$ cat config.mk
export PLATFORM = sky130hd
export DESIGN_NAME = spi_master_tx
export DESIGN_NICKNAME = d
export VERILOG_FILES = /design/src/rtl/spi_master_tx.sv
export SDC_FILE = /design/constraint.sdc
export NUM_CORES = 1
export LEC_CHECK = 0
export CAP_MARGIN = 20
export CORE_MARGIN = 2
export CORE_UTILIZATION = 51
export CTS_CLUSTER_DIAMETER = 150
export DETAILED_ROUTE_END_ITERATION = 12
export PLACE_DENSITY = 0.81
export SLEW_MARGIN = 30
export SYNTH_ARGS = -nofsm -noshare
export SYNTH_HDL_FRONTEND = slang
export SYNTH_SLANG_ARGS = --single-unit
$ cat constraint.sdc
create_clock -name clk -period 3.9 [get_ports clk]
set_clock_uncertainty 0.05 [all_clocks]
set_input_delay 0.975 -clock clk [delete_from_list [all_inputs] [get_ports clk]]
set_output_delay 0.975 -clock clk [all_outputs]
set_load 0.02 [all_outputs]
$ cat src/rtl/spi_master_tx.sv
// SPI master transmit datapath: shifts 32-bit words MSB-first onto sdo0 (single)
// or sdo3..sdo0 (quad), advancing on each clock-generator fall strobe.
module spi_master_tx #(
    parameter int unsigned CNT_W = 16
) (
    input  logic             clk,
    input  logic             rst,
    input  logic             en,
    input  logic             tx_edge,
    input  logic             en_quad_in,
    input  logic [CNT_W-1:0] counter_in,
    input  logic             counter_in_upd,
    input  logic [31:0]      data,
    input  logic             data_valid,
    output logic             data_ready,
    output logic             clk_en_o,
    output logic             tx_done,
    output logic             sdo0,
    output logic             sdo1,
    output logic             sdo2,
    output logic             sdo3
);

    typedef enum logic [1:0] {
        IDLE,
        TRANSMIT,
        WAIT_DATA
    } state_t;

    state_t           state, state_next;
    logic [31:0]      sr, sr_next;
    logic [CNT_W-1:0] cnt, cnt_next;
    logic [CNT_W-1:0] len, len_next;
    logic             quad, quad_next;
    logic             done, done_next;

    logic [CNT_W-1:0] units_start;
    logic [CNT_W-1:0] units_run;
    logic             last_unit;
    logic             word_end;

    // Start-of-transfer decision uses the incoming mode; the running transfer
    // uses the mode latched at its start.
    assign units_start = en_quad_in ? (len >> 2) : len;
    assign units_run   = quad ? (len >> 2) : len;
    assign last_unit   = (cnt == units_run - CNT_W'(1));
    assign word_end    = quad ? (cnt[2:0] == 3'd7) : (cnt[4:0] == 5'd31);

    always_ff @(posedge clk) begin
        if (rst) begin
            state <= IDLE;
            sr    <= '0;
            cnt   <= '0;
            len   <= CNT_W'(8);
            quad  <= 1'b0;
            done  <= 1'b0;
        end else begin
            state <= state_next;
            sr    <= sr_next;
            cnt   <= cnt_next;
            len   <= len_next;
            quad  <= quad_next;
            done  <= done_next;
        end
    end

    always_comb begin
        state_next = state;
        sr_next    = sr;
        cnt_next   = cnt;
        len_next   = len;
        quad_next  = quad;
        done_next  = 1'b0;
        data_ready = 1'b0;
        clk_en_o   = 1'b0;

        case (state)
            IDLE: begin
                data_ready = en;
                if (counter_in_upd) begin
                    len_next = counter_in;
                end
                if (en && data_valid) begin
                    sr_next   = data;
                    cnt_next  = '0;
                    quad_next = en_quad_in;
                    if (units_start == '0) begin
                        done_next = 1'b1;
                    end else begin
                        state_next = TRANSMIT;
                    end
                end
            end

            TRANSMIT: begin
                clk_en_o = 1'b1;
                if (tx_edge) begin
                    if (last_unit) begin
                        done_next  = 1'b1;
                        cnt_next   = '0;
                        state_next = IDLE;
                    end else if (word_end) begin
                        // Refill at the word boundary instead of shifting; park SCLK if starved.
                        data_ready = 1'b1;
                        cnt_next   = cnt + CNT_W'(1);
                        if (data_valid) begin
                            sr_next = data;
                        end else begin
                            state_next = WAIT_DATA;
                        end
                    end else begin
                        sr_next  = quad ? {sr[27:0], 4'b0000} : {sr[30:0], 1'b0};
                        cnt_next = cnt + CNT_W'(1);
                    end
                end
            end

            WAIT_DATA: begin
                data_ready = 1'b1;
                if (data_valid) begin
                    sr_next    = data;
                    state_next = TRANSMIT;
                end
            end

            default: begin
                state_next = IDLE;
            end
        endcase
    end

    assign tx_done = done;
    assign sdo3    = quad & sr[31];
    assign sdo2    = quad & sr[30];
    assign sdo1    = quad & sr[29];
    assign sdo0    = quad ? sr[28] : sr[31];

endmodule
# ---- Word level (Yosys, flattened, before mapping)
# Cells that the tools add are included.
dict set report totals {
  regBits 68
  in_bits 55
  out_inout_bits 7
}
dict set report op_classes {
  add_sub_neg 2
  n_eq_ne 12
  muxes 33
  bitwise 3
  n_reduce_logical 10
}
# op n
set op_table {}
lappend op_table {{$mux W32} 6}
lappend op_table {{$pmux W32 S3} 1}
lappend op_table {{$mux W16} 5}
lappend op_table {{$pmux W16 S2} 1}
lappend op_table {{$add A16 B1 Y16 const B} 1}
lappend op_table {{$eq A16 B16 Y1} 1}
lappend op_table {{$logic_not A16 Y1} 1}
lappend op_table {{$sub A16 B1 Y16 const B} 1}
lappend op_table {{$mux W2} 7}
lappend op_table {{$mux W1} 10}
lappend op_table {{$ne A2 B2 Y1 const B} 5}
lappend op_table {{$ne A3 B3 Y1 const B} 2}
lappend op_table {{$pmux W2 S3} 1}
lappend op_table {{$reduce_and A6 Y1} 1}
lappend op_table {{$eq A5 B5 Y1 const B} 1}
lappend op_table {{$reduce_and A2 Y1} 2}
lappend op_table {{$reduce_and A4 Y1} 1}
lappend op_table {{$and A1 B1 Y1} 3}
lappend op_table {{$eq A3 B3 Y1 const B} 1}
lappend op_table {{$pmux W1 S3} 1}
lappend op_table {{$reduce_and A3 Y1} 1}
lappend op_table {{$reduce_bool A3 Y1} 1}
lappend op_table {{$eq A2 B1 Y1 const B} 1}
lappend op_table {{$eq A2 B2 Y1 const B} 1}
lappend op_table {{other kinds (4)} 4}

# ---- Logic depth before layout (Yosys ltp)
dict set report logic_depth {
  ltp_word 6
  mapped_depth 15
  depth_no_buf 10
}

# ---- Least setup slack after synthesis
# No wires, ideal clock.
dict set report synth_path {
  kind {reg2out}
  startpoint {register quad}
  endpoint {output data_ready}
  arrival_time_ps 3378
  t_required_ps 2875
  slack_ps -503
  path_stages_with_launch 15
  path_cell_list {dfxtp_1 > buf_6 > buf_4 > buf_4 > buf_1 > mux2i_1 > ha_1 > nor2b_1 > o211ai_1 > xnor2_1 > a2111oi_4 > and4_4 > a21boi_0 > nand3_1 > a21oi_1}
}
dict set report synth_between {
  elab_chain_cells 6
}
# item line_no
set synth_lines {}
lappend synth_lines {{start, declared} 34} ;# logic quad, quad_next;
lappend synth_lines {{start signal, assigned} 62} ;# quad <= quad_next;
lappend synth_lines {{$mux W16} 45} ;# assign units_run = quad ? (len >> 2) : len;
lappend synth_lines {{$sub A16 B1 Y16} 46} ;# assign last_unit = (cnt == units_run - CNT_W'(1));
lappend synth_lines {{$eq A16 B16 Y1} 46}
lappend synth_lines {{$mux W1 (*)} 98} ;# if (last_unit) begin
lappend synth_lines {{$mux W1 (*)} 97} ;# if (tx_edge) begin
lappend synth_lines {{$pmux W1 S3 (*)} 77} ;# case (state)
lappend synth_lines {{end, declared} 15} ;# output logic data_ready,
# Mark *: on every way between the ends. The rest lies on a longest branch, timed or not.

# ---- Worst setup path after layout
# Same ends and word-level chain as after synthesis.

==> reports/results.tsv <==
metric	value	unit
status	completed	
grt_use_total	25.3	%
vdd_drop_max	0.000341	V
final_cells	768	
antennaDiodeCount	0	
clock_latency	360	ps
final_common_cell	nand2_1	
num_vias	4649	
power_leakage	0.00199	uW
rr_worst_depth	12	
power.density	511	mW/mm2
critical-path-top-delay-family	compound AO/OA/AOI/OAI gates	
dieArea	0.0106	mm2
dp.cells	747	
cp_max_fo	4	
core-area	0.00964	mm2
rr_endpoint	sr[14]	
dr.first_iter.drc_count	263	
seq_area	0.00137	mm2
max_freq	0.263	GHz
cp.required	2870	ps
critical_path_arrival	2770	ps
hp-start	sr[0]	
synthFlopType	dfxtp_1	
crit_path_cell_trace	mux2i_4 -> ha_4 -> xnor2_2 -> a221oi_2 -> o2111ai_2 -> a2111oi_4 -> and4_4 -> a21boi_4 -> nand3_2 -> a21oi_4 -> buf_6	
nNetsFinal	694	
max_slew_margin	43.5	%
detail_route.wl_per_cell	17.2	um
end_kind	output port	
tns	0	ps
syn2layout_area_growth	21.0	%
synthArstFlopShare	0	%
min_to	sr[0]	
syn_area	0.00500	mm2
grt_pass1_vias	4498	
io_buffers	61	
die_h	103	um
period_minus_slack	3800	ps
fillers	832	
grt_pass1_wl	21200	um
grt_remaining_overflow	0	
htree_levels	3	
cp_slowest_cell	dfxtp_4	
fp-row-count	36	
hold_viol	0	
drc	0	
ys_types	66	
synth.net_count	652	
yosysSeqAreaShare	27.2	%
slew_violations	0	
ant_nets	0	
r2r_start	quad	
slowest_delay	420	ps
dr.pass1.iters	5	
dpl.hpwl	8790	um
final_area	0.00606	mm2
multi_input_area	0.00347	mm2
final-setup-viol-count	0	
start_util	51.9	%
gp_congestion	0.888	
crit_start	quad	
min_period_over_period	97.4	%
numCtsBuffers	9	
crit_buf_inv	1	
io_pins	62	
reg2reg_setup_slack	510	ps
die_x	103	um
layout-drive-gt1-share	17.8	%
synth_edf_count	0	
wl	13200	um
synth-warning-count	0	
clock_sinks	68	
cap_viol_max_count	0	
cts.clk_slew.worst_paths	90	ps
tightest_slew	845	ps
hold_path.class	register to register	
dpl_cell_area	0.00568	mm2
cts-root-buf	clkbuf_8	
syn_inst	588	
final_util	62.8	%
worstHoldPathCells	2	
grt_max_degree	64	
synth-seq-cells	68	
start_kind	register	
path_class	register to output port	
viasPerCell	6.05	
syn_area_per_cell	8.51	um2
antenna_found_initial	0	
final_cell_mix	77 x nand2_1, 67 x dfxtp_1, 59 x clkdlybuf4s50_1	
cts_tree	done	
clock_path_buffers	2	
==> metal layers <==
metal	wire [um]	GRT usage [%]
met4	407	10.5
met5	0	0
met2	6600	43.5
met3	761	5.36
met1	5430	30.6
==> synth_stat cells, types with 4 or more instances <==
cell type / instances / area [um2]
nor2b_1: 4 / 25.0
dfxtp_1: 68 / 1360
and2_1: 5 / 31.3
buf_2: 7 / 35.0
xnor2_1: 24 / 210
nand3_1: 13 / 65.1
a22oi_1: 31 / 233
nand4_1: 5 / 31.3
a21oi_1: 56 / 280
nor3b_1: 5 / 37.5
buf_6: 7 / 78.8
nand2_1: 77 / 289
ha_1: 9 / 113
nor2_1: 33 / 124
clkbuf_1: 31 / 116
inv_1: 6 / 22.5
o21ai_0: 34 / 170
nor3_1: 5 / 25.0
a311oi_2: 31 / 465
xor2_1: 16 / 140
buf_1: 5 / 18.8
mux2i_1: 45 / 450
==> metrics by stage <==
| stage | setup slack [ps] | hold slack [ps] | power [uW] |
|---|---|---|---|
| after global routing | -40.9 | 494 | 3280 |
| after CTS | 3.44 | 479 | 3050 |
| after global placement | 97.7 | 446 | 2370 |
| after detailed placement | 22.0 | 455 | 2410 |
| after floorplan | 58.3 | 415 | 2060 |
| final | 101 | 481 | 3090 |
==> sequential cells by signal, indices dropped and copies added (netlist names) <==
signal / count
cnt: 16
len: 16
quad: 1
sr: 32
state: 2
tx_done: 1
==> worst max-delay path by stage <==
stage / slack [ps] / endpoint / cells after the start
3_5_place_dp: 20 / data_ready / 10
3_3_place_gp: 100 / data_ready / 11
6_report: 100 / data_ready / 11
5_1_grt: -40 / data_ready / 11
2_1_floorplan: 60 / data_ready / 14
4_1_cts: 3 / data_ready / 10
==> power breakdown <==
part	internal (uW)	switching (uW)	leakage, uW
Clock	298	303	0.0000958
Combinational	629	759	0.00134
Sequential	875	231	0.000558
Total	1800	1290	0.00199
==> final cells by class <==
cell class | count | area share [%]
tap | 133 | 2.75
clock inverter | 7 | 1.26
timing repair buffer | 85 | 13.8
sequential | 68 | 22.5
multi-input combinational | 460 | 57.2
inverter | 6 | 0.372
clock buffer | 9 | 2.05
==> tightest hold or removal path, delay by kind of cell, from the launching register on <==
family / cells / cell delay (ps)
flip-flops: 1 / 350
AND/OR/NAND/NOR: 1 / 80
AO/OA/AOI/OAI: 1 / 60
==> kinds of logic after synthesis <==
| family | count (synthesis) | synth area share [%] |
|---|---|---|
| muxes | 48 | 9.72 |
| and+or+nand+nor | 172 | 17.4 |
| xor gates and xnor gates | 41 | 7.32 |
| buffers and inverters | 60 | 6.22 |
| AOI/OAI and AO/OA | 190 | 29.9 |
| adders and majority gates | 9 | 2.25 |
| DFF | 68 | 27.2 |
==> repair_timing <==
item / 4_1_cts / 5_1_grt
hold buffers: 0 / 0
endpoints found under the setup margin: 1 / 1
resized for setup: 13 / 12
pin swaps: 2 / 5
cloned: 1 / 0
buffers inserted: 1 / 3
No activity file was read; power rests on OpenSTA's default activity.
